[config.mk]
export PLATFORM = sky130hd
export DESIGN_NAME = thread_ctrl_axi_slave
export DESIGN_NICKNAME = d
export VERILOG_FILES = /design/src/rtl/thread_ctrl_axi_slave_pkg.sv /design/src/rtl/thread_ctrl_axi_slave.sv
export SDC_FILE = /design/constraint.sdc
export NUM_CORES = 1
export LEC_CHECK = 0
export CORE_AREA = 2 2 188 98
export CTS_BUF_LIST = sky130_fd_sc_hd__clkbuf_4 sky130_fd_sc_hd__clkbuf_8 sky130_fd_sc_hd__clkbuf_16
export CTS_CLUSTER_SIZE = 40
export DETAILED_ROUTE_END_ITERATION = 7
export DIE_AREA = 0 0 190 100
export PLACE_DENSITY = 0.71
export SETUP_SLACK_MARGIN = 0.4
export SLEW_MARGIN = 20
export SYNTH_ARGS = -nofsm -noshare
export SYNTH_HDL_FRONTEND = slang
export SYNTH_SLANG_ARGS = --single-unit
[constraint.sdc]
create_clock -name clk -period 2.5 [get_ports clk]
set_clock_uncertainty 0.2 [all_clocks]
set_input_delay 0.75 -clock clk [delete_from_list [all_inputs] [get_ports clk]]
set_output_delay 0.75 -clock clk [all_outputs]
set_load 0.01 [all_outputs]
[src/rtl/thread_ctrl_axi_slave_pkg.sv]
// thread_ctrl_axi_slave_pkg: register offsets, AXI response codes, FSM states and byte-lane merge helper
package thread_ctrl_axi_slave_pkg;
  localparam logic [11:0] OFF_RESUME  = 12'h000;
  localparam logic [11:0] OFF_SUSPEND = 12'h004;
  localparam logic [11:0] OFF_STATUS  = 12'h008;
  localparam logic [11:0] OFF_SCRATCH = 12'h00C;
  localparam logic [1:0] RESP_OKAY   = 2'b00;
  localparam logic [1:0] RESP_SLVERR = 2'b10;
  typedef enum logic {W_IDLE, W_RESP} w_state_t;
  typedef enum logic {R_IDLE, R_DATA} r_state_t;
  function automatic logic [31:0] strb_merge(input logic [31:0] old, input logic [31:0] data, input logic [3:0] strb);
    logic [31:0] r;
    for (int i = 0; i < 4; i++) r[8*i+:8] = strb[i] ? data[8*i+:8] : old[8*i+:8];
    return r;
  endfunction
endpackage

[src/rtl/thread_ctrl_axi_slave.sv]
// thread_ctrl_axi_slave: AXI4-Lite register window issuing thread resume/suspend pulses
//   clk, reset_n             : clock, async active-low reset
//   s_io_axi_aw*/w*/b*       : write address/data/response channels
//   s_io_axi_ar*/r*          : read address/data channels
//   thread_en                : thread-enable mask, readable through STATUS
//   thread_resume_mask/suspend_mask : one-cycle request pulses, aligned with bvalid rising
module thread_ctrl_axi_slave
  import thread_ctrl_axi_slave_pkg::*;
#(
  parameter int ADDR_WIDTH = 32,
  parameter logic [ADDR_WIDTH-1:0] BASE_ADDR = 'h00005000,
  parameter int NUM_THREADS = 4
) (
  input  logic                   clk,
  input  logic                   reset_n,
  input  logic [ADDR_WIDTH-1:0]  s_io_axi_awaddr,
  input  logic [2:0]             s_io_axi_awprot,
  input  logic                   s_io_axi_awvalid,
  output logic                   s_io_axi_awready,
  input  logic [31:0]            s_io_axi_wdata,
  input  logic [3:0]             s_io_axi_wstrb,
  input  logic                   s_io_axi_wvalid,
  output logic                   s_io_axi_wready,
  output logic [1:0]             s_io_axi_bresp,
  output logic                   s_io_axi_bvalid,
  input  logic                   s_io_axi_bready,
  input  logic [ADDR_WIDTH-1:0]  s_io_axi_araddr,
  input  logic [2:0]             s_io_axi_arprot,
  input  logic                   s_io_axi_arvalid,
  output logic                   s_io_axi_arready,
  output logic [31:0]            s_io_axi_rdata,
  output logic [1:0]             s_io_axi_rresp,
  output logic                   s_io_axi_rvalid,
  input  logic                   s_io_axi_rready,
  input  logic [NUM_THREADS-1:0] thread_en,
  output logic [NUM_THREADS-1:0] thread_resume_mask,
  output logic [NUM_THREADS-1:0] thread_suspend_mask
);
  w_state_t r_wstate;
  r_state_t r_rstate;
  logic r_awready, r_wready, r_aw_got, r_w_got, r_bvalid, r_arready, r_rvalid;
  logic [ADDR_WIDTH-1:0] r_awaddr;
  logic [31:0] r_wdata, r_scratch, r_rdata;
  logic [3:0] r_wstrb;
  logic [1:0] r_bresp, r_rresp;
  logic [NUM_THREADS-1:0] r_resume, r_suspend;
  logic w_wmap, w_wok, w_aw_hs, w_w_hs, w_rmap, w_unused;
  logic [11:0] w_woff, w_roff;
  logic [31:0] w_rdata;
  logic [1:0] w_rresp;
  assign w_unused = ^{s_io_axi_awprot, s_io_axi_arprot};
  assign w_aw_hs = s_io_axi_awvalid & r_awready;
  assign w_w_hs  = s_io_axi_wvalid & r_wready;
  assign w_woff  = r_awaddr[11:0];
  assign w_roff  = s_io_axi_araddr[11:0];
  always_comb begin
    w_wmap  = r_awaddr[ADDR_WIDTH-1:12] == BASE_ADDR[ADDR_WIDTH-1:12];
    w_wok   = w_wmap && (w_woff == OFF_RESUME || w_woff == OFF_SUSPEND || w_woff == OFF_SCRATCH);
    w_rmap  = s_io_axi_araddr[ADDR_WIDTH-1:12] == BASE_ADDR[ADDR_WIDTH-1:12];
    w_rdata = !w_rmap ? 32'd0 : w_roff == OFF_STATUS ? 32'(thread_en) : w_roff == OFF_SCRATCH ? r_scratch : 32'd0;
    w_rresp = (w_rmap && (w_roff == OFF_STATUS || w_roff == OFF_SCRATCH)) ? RESP_OKAY : RESP_SLVERR;
  end
  // Ready flags are registered so no AXI input reaches an AXI output combinationally;
  // they stay low through reset and rise on the first edge after release.
  always_ff @(posedge clk or negedge reset_n) begin
    if (!reset_n) begin
      r_wstate  <= W_IDLE;
      r_awready <= 1'b0;
      r_wready  <= 1'b0;
      r_aw_got  <= 1'b0;
      r_w_got   <= 1'b0;
      r_awaddr  <= '0;
      r_wdata   <= '0;
      r_wstrb   <= '0;
      r_bvalid  <= 1'b0;
      r_bresp   <= RESP_OKAY;
      r_resume  <= '0;
      r_suspend <= '0;
      r_scratch <= '0;
    end else begin
      r_resume  <= '0;
      r_suspend <= '0;
      if (r_wstate == W_IDLE) begin
        if (r_aw_got && r_w_got) begin
          r_wstate <= W_RESP;
          r_bvalid <= 1'b1;
          r_bresp  <= w_wok ? RESP_OKAY : RESP_SLVERR;
          if (w_wmap && w_woff == OFF_RESUME) r_resume <= r_wdata[NUM_THREADS-1:0];
          if (w_wmap && w_woff == OFF_SUSPEND) r_suspend <= r_wdata[NUM_THREADS-1:0];
          if (w_wmap && w_woff == OFF_SCRATCH) r_scratch <= strb_merge(r_scratch, r_wdata, r_wstrb);
        end else begin
          if (w_aw_hs) begin
            r_awaddr <= s_io_axi_awaddr;
            r_aw_got <= 1'b1;
          end
          if (w_w_hs) begin
            r_wdata <= s_io_axi_wdata;
            r_wstrb <= s_io_axi_wstrb;
            r_w_got <= 1'b1;
          end
          r_awready <= !(r_aw_got || w_aw_hs);
          r_wready  <= !(r_w_got || w_w_hs);
        end
      end else if (s_io_axi_bready) begin
        r_wstate  <= W_IDLE;
        r_bvalid  <= 1'b0;
        r_aw_got  <= 1'b0;
        r_w_got   <= 1'b0;
        r_awready <= 1'b1;
        r_wready  <= 1'b1;
      end
    end
  end
  always_ff @(posedge clk or negedge reset_n) begin
    if (!reset_n) begin
      r_rstate  <= R_IDLE;
      r_arready <= 1'b0;
      r_rvalid  <= 1'b0;
      r_rdata   <= '0;
      r_rresp   <= RESP_OKAY;
    end else if (r_rstate == R_IDLE) begin
      if (s_io_axi_arvalid && r_arready) begin
        r_rstate  <= R_DATA;
        r_arready <= 1'b0;
        r_rvalid  <= 1'b1;
        r_rdata   <= w_rdata;
        r_rresp   <= w_rresp;
      end else r_arready <= 1'b1;
    end else if (s_io_axi_rready) begin
      r_rstate  <= R_IDLE;
      r_rvalid  <= 1'b0;
      r_arready <= 1'b1;
    end
  end
  assign s_io_axi_awready    = r_awready;
  assign s_io_axi_wready     = r_wready;
  assign s_io_axi_bvalid     = r_bvalid;
  assign s_io_axi_bresp      = r_bresp;
  assign s_io_axi_arready    = r_arready;
  assign s_io_axi_rvalid     = r_rvalid;
  assign s_io_axi_rdata      = r_rdata;
  assign s_io_axi_rresp      = r_rresp;
  assign thread_resume_mask  = r_resume;
  assign thread_suspend_mask = r_suspend;
endmodule

# After elaboration in Yosys (flattened, before gate mapping)
# Index checks and enable logic that the tools add are counted.
word_totals:
  regBits: 153
  elab_cells: 104
  out_inout_bits: 49
  inputBits: 117
op_classes:
  n_reduce_logical: 32
  bitwise_logic: 5
  mux: 37
  eq_ne: 9
ops:
  columns: ["cell", "count"]
  rows:
  - ["two-way mux 32 bit", 3]
  - ["== test 20 x 3 -> 1 bit, second input constant", 2]
  - ["== test 12 x 4 -> 1 bit, second input constant", 3]
  - ["two-way mux 1 bit", 26]
  - ["two-way mux 4 bit", 6]
  - ["AND reduction 4 bit", 4]
  - ["== test 12 x 3 -> 1 bit, second input constant", 1]
  - ["zero test 12 bit", 1]
  - ["AND reduction 3 bit", 4]
  - ["AND reduction 2 bit", 5]
  - ["nonzero test 2 bit", 4]
  - ["logical AND 1 bit", 7]
  - ["!= test 2 bit, second input constant", 3]
  - ["logical OR 1 bit", 5]
  - ["two-way mux 2 bit", 2]
  - ["inverter 1 bit", 3]
  - ["AND 1 bit", 2]
  - ["zero test 1 bit", 2]

# Longest topological paths before layout
depth:
  word_depth: 5
  depth_mapped: 5

# Least setup slack after synthesis
# OpenSTA, ideal clock, no wires.
synth_timing:
  path_type: "input to register"
  from: "input port s_io_axi_araddr[26]"
  to: "register r_rdata[11] (netlist: s_io_axi_rdata[11])"
  setup_time_ns: 0.065
  arrival_time_ns: 2.034
  path_stages: 5
  slack_ns: 0.200
  path_cell_list: "nor4b_1 nand4_1 nor4_4 buf_2 a22o_1"
synth_between:
  elab_chain_len: 2
synth_lines:
  columns: ["item", "line_no", "source"]
  rows:
  - ["start, declared", "thread_ctrl_axi_slave.sv:27", "input logic [ADDR_WIDTH-1:0] s_io_axi_araddr,"]
  - ["== test 20 x 3 -> 1 bit", "thread_ctrl_axi_slave.sv:59", "w_rmap = s_io_axi_araddr[ADDR_WIDTH-1:12] == BASE_ADDR[ADDR_WIDTH-1:12];"]
  - ["two-way mux 32 bit", "thread_ctrl_axi_slave.sv:60", "w_rdata = !w_rmap ? 32'd0 : w_roff == OFF_STATUS ? 32'(thread_en) : w_roff == OFF_SCRATCH ? r_scratch : 32'd0;"]
  - ["end signal, assigned", "thread_ctrl_axi_slave.sv:126", "r_rdata <= w_rdata;"]
  - ["end, declared", "thread_ctrl_axi_slave.sv:43", "logic [31:0] r_wdata, r_scratch, r_rdata;"]
# Every way passes these cells.
# A chain may end at the register's enable or synchronous reset.

# Final worst setup path
layout_timing:
  from: "input port s_io_axi_araddr[21]"
  to: "register r_rdata[2] (netlist: s_io_axi_rdata[2])"
# Same word-level chain as after synthesis.

==> reports/summary.txt <==
Root Buffer - clkbuf_16
worst path required time - 2620 ps
DRC errors left - 0
reg2reg start - r_awaddr[13]
total wire length - 14.86 mm
layout cells sized above 1 - 34.29%
GR Overflow Total - 0
most common cell after layout, fill and taps aside - dfrtp_1
antenna cells - 0
P per Cell Area - 895.8 nW/um^2
crit share post-route - 84.20%
I/O Pins - 166
FP Rows - 35
largest net degree at the start of global routing - 53
Async SR Flop Fraction - 100.0%
Worst Reg-to-Reg Cells - 5
register area share after synthesis - 63.45%
post-route insts no fill - 832
Comb pwr share - 21.8%
CTS tree - built
Final min period - 2105 ps
Hold Path Class - in2async
Reg clk slew, reported paths - 70 ps
Antenna Nets Post-Route - 0
die width - 190 um
clk buf depth - 2
Synth Register Bits - 151
DR pass1 iterations - 5
Final Hold Viols - 0
outcome - finished clean
Cells after Synth - 387
first-pass GRT wire length - 23.25 mm
area delta synth->final - 49.16%
vias in the first global route - 4316
hold_buf cts - 0
Clk Latency, worst-skew pair - 410 ps
CP Launch Type - input pin
slew margin rel. - 64.76%
CTS sink cnt - 151
CP arrival - 2220 ps
Crit Path Category - in2reg
CP Max Fanout - 5
most frequent cells in the layout - 151 x dfrtp_1, 79 x clkdlybuf4s50_1, 68 x mux2_2, 53 x dlygate4sd2_1, 32 x mux2_4
average wire per cell in the routed design - 17.86 um
DR iter-0 viols - 122
Synth Flop Type - dfrtp_1
Worst-Margin Slew - 528.5 ps
mapped cell area - 5956 um^2
Mean Syn Cell Area - 15.39 um^2
crit path launch - s_io_axi_araddr[21]
fmax - 475.0 MHz
Cells after DPL - 784
leakage - 4.188 nW
clock share of power - 32.9%
Core ar. - 17650 um^2
die height - 100 um
EDFF count, synth - 0
Final GP Congestion - 0.7809
# nets final - 696
Ys Warns - 0
MaxCap Viol Count - 0
Layout Utilization - 50.34%
worst vdd ir - 0.3649 mV
Vias/cell - 4.737
Sw Pwr - 2.285 mW
Netlist cell types - 40
CTS H-tree lvls - 4
DR vias - 3941
Overall Global Routing Usage - 15.95%
sequential share of power - 45.3%
die area - 19000 um^2
setup repair after global routing missed its margin - yes
Port Buffer Count - 157
final setup fails - 0
Pint - 5.673 mW
sw frac - 28.71%
total CTS buffers - 17
fillers - 1523
Max Slew Vio Count - 0
Initial Utilization - 33.75%
Setup crit end kind - flop
initial antenna violation count - 0
DP HPWL - 10.03 mm
-- power by group through the flow --
stage	combinational, mW	clock [mW]	sequential, mW
floorplan	1.11	0	3.48
global placement	1.60	0	3.56
detailed placement	1.69	0	3.63
CTS	1.73	2.69	3.59
global route	1.89	2.81	3.69
finish	1.73	2.62	3.61
-- sequential cells by signal (all words and copies together) (netlist names), 4 cells and up --
signal               count
thread_resume_mask       4
s_io_axi_rdata          32
r_wdata                 32
r_awaddr                32
r_scratch               32
thread_suspend_mask      4
r_wstrb                  4
-- Yosys cell counts (2+ instances only) --
library cell	number	area share, %
mux2_1	2	0.38
nand3_1	6	0.50
a21oi_1	8	0.67
clkbuf_1	7	0.44
nand2_1	13	0.82
mux2_4	8	2.0
buf_2	5	0.42
nor4_1	5	0.53
mux2_2	90	17
and3_1	3	0.32
nor2_1	7	0.44
and4b_1	4	0.67
nand4_1	6	0.63
a22o_1	28	4.1
dfrtp_1	151	63
a311oi_1	2	0.29
inv_1	3	0.19
nor4_2	2	0.42
nor3_4	4	1.1
buf_4	2	0.25
nor4_4	5	1.8
o21ai_0	5	0.42
mux2i_1	4	0.67
-- final timing paths --
| kind | end | slack [ps] |
|---|---|---|
| max | s_io_axi_rdata[2] | 390 |
| min | r_awaddr[23] | 100 |
| min reg2reg | s_io_axi_rvalid | 280 |
| max reg2reg | r_scratch[10] | 410 |
| max in group asynchronous | s_io_axi_arready | 1420 |
| min in group clk | s_io_axi_rvalid | 280 |
-- metrics by stage --
step                cell area, um^2  hold slack (ps)  setup TNS, ps  setup slack, ps  total power, mW
global placement               8011            265.1          -7957           -258.0            5.165
CTS                            8823            102.0              0            207.3            8.012
floorplan                      6016            254.4              0            239.8            4.595
finish                         8884            95.38              0            395.0            7.958
global route                   8884            120.9              0            313.2            8.395
detailed placement             8011            273.7          -8645           -285.3            5.322
-- critical path: stages --
cell	delay [ps]
dlygate4sd2_1	260
nor4_4	310
buf_4	160
buf_4	90
nand3_1	70
or3_1	390
o21ai_0	200
-- layout make-up --
class / instances / area (um^2) / area share (%)
Tap cell: 240 / 300.3 / 3.380
Sequential cell: 151 / 3779 / 42.54
Multi-Input combinational cell: 219 / 2318 / 26.10
Inverter: 3 / 11.26 / 0.1268
Timing Repair Buffer: 187 / 1868 / 21.03
Clock buffer: 19 / 446.7 / 5.028
Clock inverter: 13 / 160.2 / 1.803
-- repair_timing --
| action | CTS | global route |
|---|---|---|
| cloned | 2 | 1 |
| gates resized for setup | 119 | 43 |
| hold endpoints to repair | 0 | 0 |
| endpoints found under the setup margin | 114 | 65 |
| setup buffers | 8 | 5 |
| pin swaps | 17 | 20 |
-- cells by family after synthesis --
family,synth area share (%)
flops,63.45
simple gates,9.139
other cells,0.06296
buf+inv,1.365
compound gates,5.904
mux,20.08
-- per-layer routing --
metal  share of wire [%]  up-vias  track usage (%)
li1                    -     1824                -
met3                 6.7       11            4.615
met1                  48     1976            21.87
met4                0.70        0            4.174
met5                   0        -                0
met2                  44      130            25.01
Power figures use the tool's default switching activity.
